[src/rtl/pipe_skid_reg.sv]
// Two-entry skid stage that fully decouples in_ready from out_ready.
// out_data comes straight from the main register; in_ready depends only on the skid-valid flop and rst.
module pipe_skid_reg #(
  parameter int DATA_W       = 32,
  parameter bit CLR_ON_FLUSH = 1'b1
) (
  input  logic              clk,
  input  logic              rst,
  input  logic              in_valid,
  output logic              in_ready,
  input  logic [DATA_W-1:0] in_data,
  output logic              out_valid,
  input  logic              out_ready,
  output logic [DATA_W-1:0] out_data,
  input  logic              flush,
  output logic [1:0]        count
);

  typedef enum logic [1:0] {
    ST_EMPTY = 2'd0,
    ST_ONE   = 2'd1,
    ST_FULL  = 2'd2
  } state_t;

  state_t            r_state;
  state_t            w_state_nxt;
  logic              r_main_valid;
  logic              r_skid_valid;
  logic [1:0]        r_count;
  logic [DATA_W-1:0] r_main_data;
  logic [DATA_W-1:0] r_skid_data;

  logic w_in_xfer;
  logic w_out_xfer;
  logic w_ld_main_in;
  logic w_ld_main_skid;
  logic w_ld_skid_in;
  logic w_clr_data;

  function automatic logic [1:0] occupancy(input state_t st);
    case (st)
      ST_ONE:  occupancy = 2'd1;
      ST_FULL: occupancy = 2'd2;
      default: occupancy = 2'd0;
    endcase
  endfunction

  assign in_ready   = ~r_skid_valid & ~rst;
  assign out_valid  = r_main_valid;
  assign out_data   = r_main_data;
  assign count      = r_count;

  assign w_in_xfer  = in_valid & in_ready;
  assign w_out_xfer = r_main_valid & out_ready;

  // State register: valids and count are registered copies of the next state
  always_ff @(posedge clk or posedge rst) begin
    if (rst) begin
      r_state      <= ST_EMPTY;
      r_main_valid <= 1'b0;
      r_skid_valid <= 1'b0;
      r_count      <= 2'd0;
    end else begin
      r_state      <= w_state_nxt;
      r_main_valid <= (w_state_nxt != ST_EMPTY);
      r_skid_valid <= (w_state_nxt == ST_FULL);
      r_count      <= occupancy(w_state_nxt);
    end
  end

  // Next-state decode; flush overrides any transfer in the same cycle
  always_comb begin
    w_state_nxt = r_state;
    if (flush) begin
      w_state_nxt = ST_EMPTY;
    end else begin
      case (r_state)
        ST_EMPTY: if (w_in_xfer) w_state_nxt = ST_ONE;
        ST_ONE: begin
          if (w_in_xfer && !w_out_xfer)      w_state_nxt = ST_FULL;
          else if (!w_in_xfer && w_out_xfer) w_state_nxt = ST_EMPTY;
        end
        ST_FULL:  if (w_out_xfer) w_state_nxt = ST_ONE;
        default:  w_state_nxt = ST_EMPTY;
      endcase
    end
  end

  // Datapath load enables
  always_comb begin
    w_ld_main_in   = 1'b0;
    w_ld_main_skid = 1'b0;
    w_ld_skid_in   = 1'b0;
    w_clr_data     = flush & CLR_ON_FLUSH;
    if (!flush) begin
      case (r_state)
        ST_EMPTY: w_ld_main_in = w_in_xfer;
        ST_ONE: begin
          w_ld_main_in = w_in_xfer & w_out_xfer;
          w_ld_skid_in = w_in_xfer & ~w_out_xfer;
        end
        ST_FULL:  w_ld_main_skid = w_out_xfer;
        default: ;
      endcase
    end
  end

  always_ff @(posedge clk or posedge rst) begin
    if (rst) begin
      r_main_data <= '0;
      r_skid_data <= '0;
    end else if (w_clr_data) begin
      r_main_data <= '0;
      r_skid_data <= '0;
    end else begin
      if (w_ld_main_in)        r_main_data <= in_data;
      else if (w_ld_main_skid) r_main_data <= r_skid_data;
      if (w_ld_skid_in)        r_skid_data <= in_data;
    end
  end

endmodule

[config.mk]
export PLATFORM = sky130hd
export DESIGN_NAME = pipe_skid_reg
export DESIGN_NICKNAME = d
export VERILOG_FILES = /design/src/rtl/pipe_skid_reg.sv
export SDC_FILE = /design/constraint.sdc
export NUM_CORES = 1
export LEC_CHECK = 0
export CAP_MARGIN = 15
export CORE_MARGIN = 2
export CORE_UTILIZATION = 53
export DETAILED_ROUTE_END_ITERATION = 7
export PLACE_DENSITY = 0.87
export SLEW_MARGIN = 40
export SYNTH_ARGS = -nofsm -noshare
export SYNTH_HDL_FRONTEND = slang
export SYNTH_SLANG_ARGS = --single-unit
export TNS_END_PERCENT = 30
[constraint.sdc]
create_clock -name clk -period 2.6 [get_ports clk]
set_input_delay 0.52 -clock clk [delete_from_list [all_inputs] [get_ports clk]]
set_output_delay 0.52 -clock clk [all_outputs]
set_load 0.03 [all_outputs]
# Yosys cells after proc, flatten, opt, wreduce, memory -nomap -nowiden
# Index checks and enable logic that the tools add are counted.
[op_classes]
n_eq_ne = 4
muxes = 18
n_bitwise = 8
reduce_logical = 8
[op_table]
columns = ["operator", "n"]
rows = [
  ["32-bit two-way mux", 5],
  ["2-bit two-way mux", 5],
  ["2-bit one-hot mux with 3 select lines", 1],
  ["1-bit bitwise AND", 5],
  ["1-bit two-way mux", 5],
  ["2-bit by 1-bit equality test with 1-bit output, second input constant", 2],
  ["2-bit equality test, second input constant", 2],
  ["2-bit one-hot mux with 2 select lines", 1],
  ["2-bit nonzero test", 2],
  ["1-bit inverter", 3],
  ["3-bit nonzero test", 1],
  ["1-bit logical AND", 2],
  ["1-bit zero test", 2],
  ["2-bit zero test", 1],
  ["1-bit one-hot mux with 2 select lines", 1],
]
[word_totals]
ff_bits = 70
in_bits = 37
out_inout_bits = 36

# Logic depth before layout (Yosys ltp)
# Gate-level depths: netlist (run 1).
[depth]
ltp_word = 11
depth_mapped = 7

# Least setup slack after synthesis (run 1)
# OpenSTA, ideal clock, no wires.
[synth_path]
kind = "input to register"
startpoint = "input rst"
endpoint = "register r_main_data[10], in the netlist out_data[10]"
setup_time_ns = 0.141
arrival_time_ns = 1.491
required_ns = 2.459
slack_ns = 0.968
cell_stages = 5
n_path_buf = 2
cell_sequence = "or4b_4 buf_6 buf_6 nor3_2 a31oi_1"
[synth_via]
elab_chain_len = 8
elab_cells_between_ends = 9
[synth_lines]
columns = ["element", "line_no", "source"]
rows = [
  ["start: declaration", "8", "input logic rst,"],
  ["1-bit inverter *", "48", "assign in_ready = ~r_skid_valid & ~rst;"],
  ["1-bit bitwise AND *", "48", ""],
  ["1-bit bitwise AND *", "53", "assign w_in_xfer = in_valid & in_ready;"],
  ["1-bit bitwise AND", "99", "w_ld_main_in = w_in_xfer & w_out_xfer;"],
  ["1-bit one-hot mux with 2 select lines *", "96", "case (r_state)"],
  ["1-bit two-way mux *", "95", "if (!flush) begin"],
  ["32-bit two-way mux", "116", "if (w_ld_main_in) r_main_data <= in_data;"],
  ["32-bit two-way mux", "112", "end else if (w_clr_data) begin"],
  ["end signal: assignment", "116", ""],
  ["end signal: assignment", "117", "else if (w_ld_main_skid) r_main_data <= r_skid_data;"],
  ["end: declaration", "30", "logic [DATA_W-1:0] r_main_data;"],
]
# Mark *: on every way between the ends. The rest lies on a longest branch, timed or not.
# A chain may end at the register's enable or synchronous reset.

# Worst setup path in the final report (run 1)
[layout_path]
startpoint = "input rst"
endpoint = "output in_ready"
[layout_via]
elab_chain_len = 2
[layout_lines]
columns = ["element", "line_no", "source"]
rows = [
  ["1-bit inverter", "48", ""],
  ["1-bit bitwise AND", "48", ""],
  ["end: declaration", "10", "output logic in_ready,"],
]
# No other way between the ends.

==> results of run 1 <==
[worst min path at each step]
stage,endpoint,cells after the start
floorplan,r_skid_data[30]$_DFFE_PP0P_,2
global placement,r_skid_data[30]$_DFFE_PP0P_,2
detailed placement,r_skid_data[31]$_DFFE_PP0P_,2
CTS,r_skid_data[31]$_DFFE_PP0P_,2
global route,r_skid_data[11]$_DFFE_PP0P_,2
finish,r_skid_data[31]$_DFFE_PP0P_,2
[power by group through the flow]
stage          clock network (µW)  registers [µW]  logic [µW]
3_3_place_gp                    0            1210         642
4_1_cts                       783            1190         662
5_1_grt                       836            1200         704
3_5_place_dp                    0            1210         660
2_1_floorplan                   0            1330         268
6_report                      774            1190         659
[worst max-delay path: stages]
cell and delay (ps):
sky130_fd_sc_hd__clkdlybuf4s50_1 520, sky130_fd_sc_hd__nor2_1 150, sky130_fd_sc_hd__clkdlybuf4s50_1 680
[through the flow]
stage	area [µm²]	std cells
after detailed placement	4650	530
after CTS	4810	546
final	4810	546
after global placement	4650	530
after floorplan	3870	391
after global routing	4810	546
[cells by family (layout without fill, tap and decap cells)]
family	Yosys count	count (layout)	share of synthesized area, %
flip-flops	69	69	44.6
AND/OR/NAND/NOR	170	170	33.4
multiplexers	1	1	0.259
AO/OA/AOI/OAI	104	104	15.0
buffers and inverters	47	103	6.70
[layout by cell type (no fill, tap or decap), drive strengths merged]
master,netlist,layout
a21oi,32,32
or4b,1,1
nand2,2,2
or3b,33,33
a31oi,34,34
nor2,1,1
o31a,1,1
a21boi,1,1
a21bo,1,1
nand4b,2,2
buf,25,15
o21ai,32,32
nand3,32,32
nand3b,32,32
nor3b,1,1
clkdlybuf4s50,0,71
or3,1,1
clkbuf,21,12
mux2i,1,1
a211oi,3,3
clkinv,0,4
nor4b,1,1
nor3,32,32
nor2b,32,32
inv,1,1
dfrtp,69,69
[registers in the layout, indices dropped and copies added, names as in the netlist]
signal and flops:
out_valid 1, count 2, out_data 32, r_skid_data 32, r_state 2
[routing by layer]
metal,wire length (µm),part of all wire [%],track usage [%]
met4,159,1.7,8.41
met5,0,0,0
met2,4650,50,39.1
met3,487,5.3,4.99
met1,3960,43,32.8
[layout make-up]
cell class                      count  area, µm²
Fill cell                         543       2360
Sequential cell                    69       1730
Inverter                            1       3.75
Tap cell                           99        124
Multi-Input combinational cell    275       1890
Timing Repair Buffer               86        898
Clock buffer                       12        145
Clock inverter                      4       23.8
==> metrics.json, run 1 <==
{
  "vias_per_cell": 5.93,
  "die_area_um2": 8000,
  "detailed_routing_iteration_count_for_the_pre_antenna_repair_pass": 4,
  "combPwrFrac_pct": 25.1,
  "post-route-period-util_pct": 91.8,
  "first_pass_grt_wire_length_mm": 15.0,
  "io_pins": 73,
  "hp-start": "r_skid_data[31]$_DFFE_PP0P_",
  "primary_flip_flop_cell_chosen_by_synthesis_mapping": "sky130_fd_sc_hd__dfrtp_1",
  "cts.sinks": 69,
  "synth_top_cell_by_area": "sky130_fd_sc_hd__dfrtp_1",
  "finalPower_uw": 2630,
  "final.min_clock_period_ps": 2390,
  "critPathCaptureType": "output port",
  "total_power_density_per_cell_area_nw_per_um2": 546,
  "finalClockSkew_ps": 9.30,
  "grt.overflow.total": 0,
  "ys_seq_elements": 69,
  "cp_data_required_time_ps": 2080,
  "hold_violations": 0,
  "status": "complete, no violations",
  "timing.hold.ws_ps": 537,
  "rrSetupSlack_ps": 800,
  "layout.nets": 479,
  "max_clock_freq_mhz": 419,
  "critPathMaxFanout": 5,
  "dp_hpwl_mm": 5.71,
  "antenna_left": 0,
  "vias": 3237,
  "clkSlewWorstSetupHoldPaths_ps": 70,
  "detailedPlace.worstSlack_ps": 214,
  "cts_resized": 0,
  "crit_path_start": "rst",
  "groute.usage.overall_pct": 24.3,
  "timing_worst_setup_path_type": "in2out",
  "clock_power_share_pct": 29.5,
  "worst_ep_arrival_time_ps": 1870,
  "detail_route.wl_per_cell_um": 17.0,
  "r2r-start": "r_state[1]$_DFF_PP0_",
  "post-cts-setup-buffer-count": 0,
  "synth_largest_type_area_fraction_pct": 44.6,
  "max_slew_violation_count": 0,
  "core_um2": 7180,
  "rows": 31,
  "portBuffers": 72,
  "drt_first_iter_violations": 254,
  "critical_path.startpoint_type": "primary input",
  "regToRegEndpoint": "out_data[31]$_DFFE_PP0P_",
  "netlist_instances": 391,
  "cp_endpoint": "in_ready",
  "synth_sequential_area_ratio_pct": 44.6,
  "die_span_x_um": 89.4,
  "transition_time_of_the_tightest_slew_check_pin_ps": 608,
  "tns_ps": 0,
  "cts_inserted_buffers": 9,
  "maxSlewHeadroom_pct": 59.4,
  "grt_pass1_vias": 3102,
  "synth.area.top_cells": "sky130_fd_sc_hd__dfrtp_1 45%, sky130_fd_sc_hd__nor3_2 8.3%, sky130_fd_sc_hd__nand3b_1 6.2%",
  "largest_net_degree_at_the_start_of_global_routing": 66,
  "top_cell_types_by_occurrence_after_synthesis": "69 x sky130_fd_sc_hd__dfrtp_1, 34 x sky130_fd_sc_hd__a31oi_1",
  "postSynth.asyncResetShare_pct": 100,
  "initial_utilization_pct": 53.9,
  "grt_setup_unrepaired": "false",
  "tritoncts_clock_tree": "built",
  "chipHeight_um": 89.4,
  "worst_slack_ps": 213,
  "most_frequent_cell_after_synthesis": "sky130_fd_sc_hd__dfrtp_1",
  "drive_above_1_share_pct": 19.0,
  "synth_cell_types": 29,
  "drt_drc_violations_left": 0,
  "clk_root_buffer_cell": "sky130_fd_sc_hd__clkbuf_8",
  "cts-root-to-sink-buffers": 2,
  "cts_hold_buffers": 0,
  "synth_area_um2": 3870,
  "route.final.wire_length_mm": 9.26,
  "netSwitchingFraction_pct": 31.7,
  "reg2reg_depth": 4,
  "timing.final.setup_violations": 0,
  "netSwitchingPower_uw": 833,
  "power_leakage_uw": 0.00177,
  "num_antenna_cells": 0,
  "antenna_found_initial": 0,
  "synth_warnings": 0,
  "peakVddDrop_uv": 292,
  "worstSkewPairLatency_ps": 350,
  "number_of_synthesized_flops_with_an_enable_pin": 0,
  "gpl.final_weighted_congestion": 0.790,
  "cap_violations": 0,
  "finish.utilization_pct": 67.1,
  "cts.htree.levels": 3,
  "synth.avg_cell_area_um2": 9.89,
  "area.growth.synth_to_final_pct": 24.5,
  "worstHoldPathType": "reg2reg",
  "postSynthNetCount": 428,
  "seqPwrFrac_pct": 45.5,
  "power_report.internal_total_uw": 1790
}
Note: power is estimated with default switching activity, not from simulation.
==> inputs of run 2 (changes only) <==
--- a/config.mk
+++ b/config.mk
@@ -7,9 +7,9 @@
 export LEC_CHECK = 0
 export CAP_MARGIN = 15
 export CORE_MARGIN = 2
-export CORE_UTILIZATION = 53
+export CORE_UTILIZATION = 57
 export DETAILED_ROUTE_END_ITERATION = 7
-export PLACE_DENSITY = 0.87
+export PLACE_DENSITY = 0.92
 export SLEW_MARGIN = 40
 export SYNTH_ARGS = -nofsm -noshare
 export SYNTH_HDL_FRONTEND = slang
==> constraint.sdc (replaced) <==
create_clock -name clk -period 2.8 [get_ports clk]
set_input_delay 0.56 -clock clk [delete_from_list [all_inputs] [get_ports clk]]
set_output_delay 0.56 -clock clk [all_outputs]
set_load 0.03 [all_outputs]
==> metrics.json, run 2 (synthesized netlist as in run 1, its figures left out) <==
{
  "final.min_clock_period_ps": 2460,
  "layout.nets": 476,
  "max_slew_violation_count": 0,
  "hold_violations": 0,
  "worst_slack_ps": 341,
  "num_antenna_cells": 0,
  "vias_per_cell": 6.08,
  "post-cts-setup-buffer-count": 0,
  "post-route-period-util_pct": 87.8,
  "maxSlewHeadroom_pct": 64.0,
  "grt_pass1_vias": 3127,
  "first_pass_grt_wire_length_mm": 14.5,
  "critPathMaxFanout": 5,
  "power_leakage_uw": 0.00175,
  "grt_busiest_layer": "met2",
  "gr-usage-met2_pct": 40.5,
  "detailed_routing_iteration_count_for_the_pre_antenna_repair_pass": 5,
  "grt.overflow.total": 0,
  "finalClockSkew_ps": 11.9,
  "chipHeight_um": 86.4,
  "worstHoldPathType": "reg2reg",
  "cts_resized": 0,
  "gpl.final_weighted_congestion": 0.738,
  "drive_above_1_share_pct": 18.7,
  "layoutNonFillerInstCount": 524,
  "die_span_x_um": 86.4,
  "clk_root_buffer_cell": "sky130_fd_sc_hd__clkbuf_8",
  "antenna_found_initial": 0,
  "grt_util_met1_pct": 32.6,
  "cap_violations": 0,
  "transition_time_of_the_tightest_slew_check_pin_ps": 540,
  "detailedPlace.worstSlack_ps": 345,
  "initial_utilization_pct": 57.9,
  "timing_worst_setup_path_type": "in2out",
  "io_pins": 73,
  "critical_path.startpoint_type": "primary input",
  "cts_hold_buffers": 0,
  "cts.htree.levels": 3,
  "grt_setup_unrepaired": "false",
  "dp_hpwl_mm": 5.43,
  "total_power_density_per_cell_area_nw_per_um2": 507,
  "detail_route.wl_per_cell_um": 16.9,
  "area.growth.synth_to_final_pct": 22.9,
  "timing.final.setup_violations": 0,
  "fillCellCount": 535,
  "rows": 30,
  "cts.sinks": 69,
  "max_clock_freq_mhz": 407,
  "antenna_left": 0,
  "worst_ep_arrival_time_ps": 1900,
  "critPathCaptureType": "output port",
  "vias": 3185,
  "core_um2": 6680,
  "place.detailed.instances": 508,
  "die_area_um2": 7460,
  "rrSetupSlack_ps": 1020,
  "tritoncts_clock_tree": "built",
  "peakVddDrop_uv": 329,
  "tns_ps": 0,
  "clkSlewWorstSetupHoldPaths_ps": 70,
  "groute.usage.overall_pct": 24.5,
  "route.final.wire_length_mm": 8.86,
  "largest_net_degree_at_the_start_of_global_routing": 70,
  "worstSkewPairLatency_ps": 340,
  "grtUsageMet3_pct": 5.14,
  "drt_first_iter_violations": 259,
  "most_common_cell_after_layout_fill_and_taps_aside": "sky130_fd_sc_hd__clkdlybuf4s50_1",
  "cts-root-to-sink-buffers": 2,
  "cts_inserted_buffers": 9,
  "drt_drc_violations_left": 0,
  "mostFrequentLayoutCells": "71 x sky130_fd_sc_hd__clkdlybuf4s50_1, 69 x sky130_fd_sc_hd__dfrtp_1, 34 x sky130_fd_sc_hd__a31oi_1",
  "cp_data_required_time_ps": 2240,
  "portBuffers": 72,
  "finalPower_uw": 2410,
  "status": "complete, no violations"
}
## run 2: cell types whose count changed in the layout (fill, tap and decap cells not counted), sizes merged
cell | before | now
clkinvlp | 0 | 1
buf | 15 | 12
clkinv | 4 | 5
clkbuf | 12 | 10
## run 2: cell type report
type / count / area (µm²) / share of cell area (%)
inverter: 1 / 3.75 / 0.0789
tap: 80 / 100 / 2.11
timing repair buffer: 83 / 863 / 18.2
sequential: 69 / 1730 / 36.3
clock inverter: 6 / 40.0 / 0.842
clock buffer: 10 / 128 / 2.68
multi-input combinational: 275 / 1890 / 39.8
## run 2: stage by stage
stage | hold WS (ps) | util [%] | area [µm²]
6_report | 540 | 71.2 | 4750
3_3_place_gp | 525 | 68.7 | 4590
5_1_grt | 556 | 71.2 | 4750
3_5_place_dp | 529 | 68.7 | 4590
4_1_cts | 539 | 71.2 | 4750
2_1_floorplan | 510 | - | 3870
## run 2: path summary, 6_finish.rpt
path | cells after the start | startpoint | endpoint
max in group asynchronous | 3 | rst | r_skid_data[27]$_DFFE_PP0P_
worst min-delay path | 2 | r_skid_data[31]$_DFFE_PP0P_ | r_skid_data[31]$_DFFE_PP0P_
worst max register to register | 4 | r_state[1]$_DFF_PP0_ | out_data[31]$_DFFE_PP0P_
min in group asynchronous | 3 | rst | r_state[1]$_DFF_PP0_
worst min register to register | 2 | r_skid_data[31]$_DFFE_PP0P_ | r_skid_data[31]$_DFFE_PP0P_
worst max-delay path | 3 | rst | in_ready
## run 2: power by group
part           switching, µW  total [µW]  internal [µW]
Combinational            345         599            254
Clock                    379         699            320
Sequential              46.4        1110           1060
Total                    770        2410           1640
## run 2: critical path, stage by stage
cell,delay [ps]
sky130_fd_sc_hd__clkdlybuf4s50_1,520
sky130_fd_sc_hd__nor2_1,150
sky130_fd_sc_hd__clkdlybuf4s50_1,670
## run 2: metal layers
metal | part of all wire [%] | vias up
met3 | 4.4 | 11
met5 | 0 | -
li1 | - | 1524
met1 | 44 | 1567
met2 | 50 | 83
met4 | 1.0 | 0
